<file path="src/rtl/timer_counter_if.sv">
// Register bus between the system bridge and one timer: word address, write strobe/data, read data, irq.
// Latency: none, plain wires.
// Backpressure: none, the bridge may access the bus on every cycle.
interface timer_counter_if;
    logic [29:0] addr;
    logic        we;
    logic [31:0] wdata;
    logic [31:0] rdata;
    logic        irq;

    modport master (output addr, we, wdata, input rdata, irq);
    modport slave  (input addr, we, wdata, output rdata, irq);
endinterface

</file>
<file path="src/rtl/timer_counter.sv">
// 32-bit down-counting timer: one-shot/auto-reload, maskable irq. Optional TC_IRQ_STATUS_EN maps STATUS at offset 3.
// Latency: rdata is combinational; counting starts on the second edge after EN is written.
// Backpressure: none, every register write is accepted in the cycle it is strobed.
module timer_counter #(
    parameter int CNT_W = 32
) (
    input  logic           clk,
    input  logic           rst_n,
    timer_counter_if.slave bus
);
    typedef enum logic [1:0] {IDLE, LOAD, CNT, INT} state_t;

    localparam logic [1:0] OFF_CTRL   = 2'd0;
    localparam logic [1:0] OFF_PRESET = 2'd1;
    localparam logic [1:0] OFF_COUNT  = 2'd2;
    localparam logic [1:0] OFF_STATUS = 2'd3;

    state_t           state_q, state_d;
    logic             en_q, en_d;
    logic [1:0]       mode_q, mode_d;
    logic             im_q, im_d;
    logic [CNT_W-1:0] preset_q, preset_d;
    logic [CNT_W-1:0] count_q, count_d;
    logic             irq_flag_q, irq_flag_d;
    logic [31:0]      rdata;
    logic             unused_ok;

    always_comb begin
        state_d    = state_q;
        en_d       = en_q;
        mode_d     = mode_q;
        im_d       = im_q;
        preset_d   = preset_q;
        count_d    = count_q;
        irq_flag_d = irq_flag_q;

        case (state_q)
            IDLE: if (en_q) state_d = LOAD;
            LOAD: begin
                count_d = preset_q;
                state_d = CNT;
            end
            CNT: begin
                if (!en_q) begin
                    state_d = IDLE;
                end else if (count_q > CNT_W'(1)) begin
                    count_d = count_q - CNT_W'(1);
                end else begin
                    count_d    = '0;
                    irq_flag_d = 1'b1;
                    state_d    = INT;
                end
            end
            INT: begin
                state_d = IDLE;
                // Only mode 1 reloads; modes 0, 2 and 3 are one-shot.
                if (mode_q == 2'd1) irq_flag_d = 1'b0;
                else                en_d       = 1'b0;
            end
            default: state_d = IDLE;
        endcase

        // Register writes are applied last so they override the FSM in the same edge.
        if (bus.we) begin
            case (bus.addr[1:0])
                OFF_CTRL: begin
                    en_d       = bus.wdata[0];
                    mode_d     = bus.wdata[2:1];
                    im_d       = bus.wdata[3];
                    irq_flag_d = 1'b0;
                end
                OFF_PRESET: begin
                    preset_d   = bus.wdata[CNT_W-1:0];
                    irq_flag_d = 1'b0;
                end
`ifdef TC_IRQ_STATUS_EN
                OFF_STATUS: if (bus.wdata[0]) irq_flag_d = 1'b0;
`endif
                default: ;
            endcase
        end
    end

    always_ff @(posedge clk or negedge rst_n) begin
        if (!rst_n) begin
            state_q    <= IDLE;
            en_q       <= 1'b0;
            mode_q     <= 2'd0;
            im_q       <= 1'b0;
            preset_q   <= '0;
            count_q    <= '0;
            irq_flag_q <= 1'b0;
        end else begin
            state_q    <= state_d;
            en_q       <= en_d;
            mode_q     <= mode_d;
            im_q       <= im_d;
            preset_q   <= preset_d;
            count_q    <= count_d;
            irq_flag_q <= irq_flag_d;
        end
    end

    always_comb begin
        rdata = 32'd0;
        case (bus.addr[1:0])
            OFF_CTRL:   rdata = {28'd0, im_q, mode_q, en_q};
            OFF_PRESET: rdata = 32'(preset_q);
            OFF_COUNT:  rdata = 32'(count_q);
`ifdef TC_IRQ_STATUS_EN
            OFF_STATUS: rdata = {31'd0, irq_flag_q};
`else
            OFF_STATUS: rdata = 32'd0;
`endif
            default:    rdata = 32'd0;
        endcase
    end

    assign bus.rdata = rdata;
    assign bus.irq   = irq_flag_q & im_q;

    // The bridge does the range decode; upper address bits are don't-care here.
    assign unused_ok = ^{bus.addr[29:2], bus.wdata};
endmodule

</file>
<file path="src/flat_wrapper.sv">
// flat-port wrapper written by rule: the top's interface ports become plain ports
module timer_counter_flat 
#(
    parameter int CNT_W = 32
)
  (clk, rst_n, bus_addr, bus_we, bus_wdata, bus_rdata, bus_irq);
  timer_counter_if bus_i ();
  input  logic clk;
  input  logic rst_n;
  input wire logic [$bits(bus_i.addr)-1:0] bus_addr;
  input wire logic [$bits(bus_i.we)-1:0] bus_we;
  input wire logic [$bits(bus_i.wdata)-1:0] bus_wdata;
  output wire logic [$bits(bus_i.rdata)-1:0] bus_rdata;
  output wire logic [$bits(bus_i.irq)-1:0] bus_irq;
  assign bus_i.addr = bus_addr;
  assign bus_i.we = bus_we;
  assign bus_i.wdata = bus_wdata;
  assign bus_rdata = bus_i.rdata;
  assign bus_irq = bus_i.irq;
  timer_counter #(.CNT_W(CNT_W)) u_core (.clk(clk), .rst_n(rst_n), .bus(bus_i));
endmodule
</file>
<file path="config.mk">
export PLATFORM = sky130hd
export DESIGN_NAME = timer_counter_flat
export DESIGN_NICKNAME = d
export VERILOG_FILES = /design/src/rtl/timer_counter_if.sv /design/src/rtl/timer_counter.sv /design/src/flat_wrapper.sv
export SDC_FILE = /design/constraint.sdc
export NUM_CORES = 1
export LEC_CHECK = 0
export ABC_AREA = 1
export BUFFER_PORTS_ARGS = -buffer_cell sky130_fd_sc_hd__buf_2
export CAP_MARGIN = 25
export CORE_MARGIN = 3
export CORE_UTILIZATION = 44
export DETAILED_ROUTE_END_ITERATION = 12
export GPL_TIMING_DRIVEN = 0
export HOLD_SLACK_MARGIN = 0.15
export PLACE_DENSITY_LB_ADDON = 0.12
export SYNTH_ARGS = -nofsm -noshare
export SYNTH_HDL_FRONTEND = slang
export SYNTH_SLANG_ARGS = --single-unit
</file>
<file path="constraint.sdc">
create_clock -name clk -period 3.2 [get_ports clk]
set_input_delay 0.64 -clock clk [delete_from_list [all_inputs] [get_ports clk]]
set_output_delay 0.64 -clock clk [all_outputs]
set_load 0.1 [all_outputs]
</file>
==> results.md, run 1 <==
* Synthesis-to-layout area growth at 17.5%
* Critical path, cell by cell: buf_2 -> inv_1 -> nor2_1 -> clkbuf_1 -> clkbuf_2 -> nand2_1 -> o21ai_1 -> buf_2
* Initial Utilization at 45.8%
* Register area share after synthesis at 41.6%
* First-pass DRT Iterations at 5
* F_max at 0.320 GHz
* Final GP Congestion at 0.922
* Fillers at 951
* First-pass GRT wire length at 22000 um
* Post-route minimum period at 3.13 ns
* Port bufs at 69
* Post-synthesis register bit count at 71
* Syn_area_per_cell at 7.26 um^2
* Crit share post-route at 97.7%
* Die width at 105 um
* Root buf cell: clkbuf_8
* Status: complete, no violations
* Via count at 4199
* YS warnings at 0
* WS Path Type: input port to primary output
* Clock latency on the worst-skew pair at 0.36 ns
* Max Cap Viol at 0
* Hold buffers post-CTS at 0
* Unique masters post-synth at 29
* WHS at 0.191 ns
* Pleak at 2.35 nW
* Die Area at 10900 um^2
* Setup TNS after final layout at 0 ns
* Clock buffer count from CTS at 9
* Core Area at 9330 um^2
* Synthesized Nets at 655
* Overall global routing resource usage at 25.6%
* CP max FO at 10
* Crit-path most repeated cell: buf_2
* Endpoints failing setup at 0
* CP peak stage delay at 0.49 ns
* Cell area after synthesis at 4270 um^2
* Number of diodes at 0
* Cells after synthesis at 588
* Layout cells sized above 1 at 20.2%
* Worst setup SP type: input port
* PostCTS Resize Cnt at 2
* Unrepaired setup endpoints after global routing: false
* DRC viols at 0
* Post-CTS Setup Inserts at 0
* Fin nets at 736
* Vias in the first global route at 4089
* Layout Skew at 0.00934 ns
* 1st-iter DRT viols at 260
* Avg WL per Cell at 16.8 um
* Post-DP HPWL at 10100 um
* Relative slew slack at 52.5%
* H-tree depth at 3
* Critical Path AT at 2.49 ns
* Required time worst endpoint at 2.56 ns
* Vias per inst at 5.23
* CTS tree: yes
* Hold WC Path Type: input port to asynchronous set/reset pin
* Final hold violation count at 0
* Clock Sinks at 71
* CP Capture Type: primary output
* Slowest-stage cell, CP: clkbuf_1
* Routed Antenna Nets at 0
* Pwr dens at 898 nW/um^2
* Design Area, Final at 5020 um^2
* Post-Route WL at 13500 um
* Most frequent cells in the layout: 109 x nor2_1, 105 x nand2_1, 75 x buf_2, 71 x a21oi_1, 71 x dfrtp_1
* Gr ovfl total at 0
* Clk buf depth at 2
* Max IR drop VDD at 0.000395 V
* Actual slew at the worst max-slew pin at 0.713 ns
* Cell Area, Placed at 4810 um^2
* Die height at 105 um
* Clk slew on worst S/H paths at 0.08 ns
* I/O pin count at 98
* Row count at 35
* Commonest non-fill, non-tap cell in the layout: nor2_1
* Max Slew Vio Count at 0
* Initial antenna violation count at 0
* Largest net degree at the start of global routing at 47
* Final Util at 53.8%
-- final timing paths --
check / endpoint / slack, ns / start / cells after the start
max in group asynchronous: u_core.count_q[29] / 2.45 / rst_n / 2
max: bus_rdata[28] / 0.07 / bus_addr[0] / 8
min in group clk: u_core.mode_q[1] / 0.49 / u_core.mode_q[1] / 2
max reg2reg: u_core.count_q[28] / 1.09 / u_core.count_q[0] / 10
min reg2reg: u_core.mode_q[1] / 0.49 / u_core.mode_q[1] / 2
min: u_core.preset_q[7] / 0.19 / rst_n / 1
-- power breakdown --
| group | switching, mW | internal, mW |
|---|---|---|
| sequential | 0.325 | 1.20 |
| clock | 0.371 | 0.401 |
| combinational | 1.63 | 0.573 |
-- Yosys cell counts --
cell type / count / share of area [%]
a21oi_1: 71 / 8.3
a21oi_4: 1 / 0.38
a22oi_1: 1 / 0.18
buf_1: 1 / 0.088
buf_2: 7 / 0.82
buf_6: 3 / 0.79
clkbuf_1: 11 / 0.97
dfrtp_1: 71 / 42
ha_1: 2 / 0.59
inv_1: 63 / 5.5
inv_2: 2 / 0.18
mux2_2: 23 / 6.1
nand2_1: 105 / 9.2
nand2_2: 3 / 0.44
nand2_4: 1 / 0.26
nand3_1: 35 / 4.1
nand4_1: 5 / 0.73
nor2_1: 109 / 9.6
nor2_2: 6 / 0.88
nor2_4: 1 / 0.26
nor3_1: 3 / 0.35
nor3_4: 1 / 0.38
o211ai_1: 2 / 0.35
o21ai_0: 48 / 5.6
o21ai_1: 1 / 0.12
o221ai_1: 2 / 0.41
o22ai_1: 5 / 0.73
o31ai_1: 1 / 0.18
xor2_1: 4 / 0.82
-- logic make-up after synthesis --
group,after synthesis,synth area share [%]
XOR/XNOR,4,0.821
adder cells (fa/ha/maj),2,0.586
buffers and inverters,87,8.38
AND/OR/NAND/NOR,269,26.2
multiplexers,23,6.07
flip-flops,71,41.6
AO/OA/AOI/OAI,132,16.3
-- worst max-delay path, delay by kind of cell --
kind	cells	cell delay (ns)
AND/OR/NAND/NOR	2	0.20
AO/OA/AOI/OAI	1	0.13
buffers and inverters	5	1.50
-- layer usage --
metal / GRT usage, % / part of all wire (%)
met5: 0 / 0
met4: 5.22 / 0.95
met3: 6.02 / 7.1
met2: 40.9 / 46
met1: 35.6 / 46
-- per-stage QoR --
| step | std cells | power (mW) | worst slack (ns) |
|---|---|---|---|
| 6_report | 803 | 4.50 | 0.0744 |
| 5_1_grt | 803 | 4.81 | 0.0178 |
| 4_1_cts | 803 | 4.49 | 0.110 |
| 3_5_place_dp | 787 | 3.72 | -0.0695 |
| 3_3_place_gp | 786 | 3.67 | -0.0365 |
| 2_1_floorplan | 588 | 3.16 | -0.565 |
-- state kept, by name (all words and copies together) (netlist names) --
| name | cells |
|---|---|
| u_core.state_q | 2 |
| u_core.preset_q | 32 |
| u_core.im_q | 1 |
| u_core.irq_flag_q | 1 |
| u_core.en_q | 1 |
| u_core.count_q | 32 |
| u_core.mode_q | 2 |
-- final cells by class --
| cell class | instances | area, um^2 | share of cell area (%) |
|---|---|---|---|
| multi-input combinational | 430 | 2130 | 42.6 |
| sequential | 71 | 1780 | 35.4 |
| timing repair buffer | 70 | 375 | 7.48 |
| inverter | 65 | 244 | 4.86 |
| tap | 129 | 161 | 3.22 |
| clock buffer | 11 | 151 | 3.02 |
| buffer | 22 | 116 | 2.32 |
| clock inverter | 5 | 56.3 | 1.12 |
No activity file was read; power rests on OpenSTA's default activity.
==> run 2: changes to the inputs <==
--- a/config.mk
+++ b/config.mk
@@ -7,10 +7,12 @@
 export LEC_CHECK = 0
 export ABC_AREA = 1
 export BUFFER_PORTS_ARGS = -buffer_cell sky130_fd_sc_hd__buf_2
-export CAP_MARGIN = 25
+export CAP_MARGIN = 20
+export CORE_ASPECT_RATIO = 1.5
 export CORE_MARGIN = 3
 export CORE_UTILIZATION = 44
 export DETAILED_ROUTE_END_ITERATION = 12
+export GPL_ROUTABILITY_DRIVEN = 0
 export GPL_TIMING_DRIVEN = 0
 export HOLD_SLACK_MARGIN = 0.15
 export PLACE_DENSITY_LB_ADDON = 0.12
==> run 2 against run 1 <==
Net effect: fmax increased by 6.2%; routed wire length is 1.2% higher; combinational power about the same; design area is 1.3% higher; hold slack better by 0.039 ns; worst setup slack improved by 0.18 ns; clock skew down 0.0045 ns; flip-flop and latch count stayed put; sequential share of layout area shrank 0.44 points; critical endpoint is now bus_rdata[6]; largest cell class unchanged; largest power group unchanged.
==> results.md, run 2 (synthesis results as in run 1) <==
* Final hold violation count at 0
* Overall global routing resource usage at 26.2%
* Hold buffers post-CTS at 0
* Met3 Track Usage GR at 5.07%
* Gr ovfl total at 0
* CTS tree: yes
* F_max at 0.340 GHz
* Commonest non-fill, non-tap cell in the layout: nor2_1
* Endpoints failing setup at 0
* Crit share post-route at 91.9%
* Initial antenna violation count at 0
* Post-Route WL at 13700 um
* Port bufs at 69
* Max Slew Vio Count at 0
* DRC viols at 0
* Actual slew at the worst max-slew pin at 0.704 ns
* WHS at 0.230 ns
* CP Capture Type: primary output
* Unrepaired setup endpoints after global routing: false
* Worst setup path start: bus_addr[0]
* H-tree depth at 3
* Required time worst endpoint at 2.56 ns
* Vias in the first global route at 4263
* Die Area at 10900 um^2
* Critical Path AT at 2.30 ns
* Max Cap Viol at 0
* Core Area at 9360 um^2
* Post-route minimum period at 2.94 ns
* Largest regs: u_core.count_q (32), u_core.preset_q (32)
* First-pass DRT Iterations at 8
* Max IR drop VDD at 0.000468 V
* Met1 usage at 30.9%
* Clk slew on worst S/H paths at 0.06 ns
* Die height at 127 um
* Pleak at 2.39 nW
* Vias per inst at 5.50
* FF-to-FF End: u_core.count_q[5]
* Clock latency on the worst-skew pair at 0.34 ns
* Non-Filler Instances at 786
* Final critical-path setup slack at 0.258 ns
* Post-CTS Setup Inserts at 0
* Most frequent cells in the layout: 109 x nor2_1, 105 x nand2_1, 75 x buf_2, 71 x a21oi_1, 71 x dfrtp_1
* Die width at 86.4 um
* Pre-CTS setup slack at -0.187 ns
* Cell Count Post-Placement at 770
* Post-DP HPWL at 9970 um
* 1st-iter DRT viols at 357
* Hold WC Path Type: input port to asynchronous set/reset pin
* GR met2 Demand/Resource at 45.6%
* Fin nets at 736
* Clock Sinks at 71
* Number of diodes at 0
* Row count at 43
* WS Path Type: input port to primary output
* Initial Utilization at 45.6%
* Root buf cell: clkbuf_16
* Layout cells sized above 1 at 20.0%
* Via count at 4325
* Pwr dens at 933 nW/um^2
* R2R depth at 10
* Largest net degree at the start of global routing at 44
* Worst setup SP type: input port
* PostCTS Resize Cnt at 2
* Avg WL per Cell at 17.4 um
* Synthesis-to-layout area growth at 19.0%
* Layout Skew at 0.00487 ns
* Launching point of the worst reg2reg path: u_core.count_q[0]
* Worst reg2reg setup slack at 1.06 ns
* CP max FO at 10
* Clock buffer count from CTS at 9
* I/O pin count at 98
* Status: complete, no violations
* Global-route layer with the greatest usage: met2
* First-pass GRT wire length at 21900 um
* Routed Antenna Nets at 0
* End of the critical path: bus_rdata[6]
* Clk buf depth at 2
* Relative slew slack at 53.1%
[run 2: cell types whose count changed in the layout (fill, tap and decap cells not counted)]
cell / delta
clkinv_4: -1
clkbuf_2: +1
clkinv_2: +1
clkbuf_1: +1
clkbuf_16: +9
clkinvlp_4: -1
clkbuf_8: -10
[run 2: worst min path at each step]
stage                     slack [ns]             endpoint
after CTS                       0.24  u_core.preset_q[14]
after detailed placement        0.48     u_core.mode_q[1]
after global routing            0.26   u_core.count_q[11]
final                           0.23  u_core.preset_q[14]
after global placement          0.48    u_core.state_q[0]
after floorplan                 0.34    u_core.count_q[0]
[run 2: cell type report]
class / count / area (um^2)
sequential: 71 / 1780
buffer: 22 / 118
clock inverter: 4 / 45.0
tap: 112 / 140
inverter: 65 / 244
timing repair buffer: 70 / 375
multi-input combinational: 430 / 2130
clock buffer: 12 / 246
fill: 944 / 4280
[run 2: critical path: stages]
cell and delay [ns]:
buf_2 0.10, inv_1 0.04, nor2_1 0.13, clkbuf_2 0.32, clkbuf_2 0.38, nand2_1 0.09
o21ai_0 0.12, buf_2 0.48
[run 2: metal layers]
metal,routed length [um],part of all wire (%)
met4,410,3.0
met1,5360,39
met5,0,0
met3,753,5.5
met2,7140,52
[run 2: metrics by stage]
stage,utilization [%],total power [mW],TNS (ns),area [um^2]
after CTS,54.3,4.74,0,5080
after global placement,50.8,3.65,-2.31,4750
final,54.3,4.74,0,5080
after detailed placement,51.1,3.71,-2.74,4780
after global routing,54.3,5.05,0,5080
after floorplan,-,3.16,-7.74,4270
[run 2: where the power goes]
group	total [mW]	internal (mW)	switching, mW
logic	2.19	0.574	1.61
clock network	1.01	0.621	0.388
registers	1.54	1.20	0.341
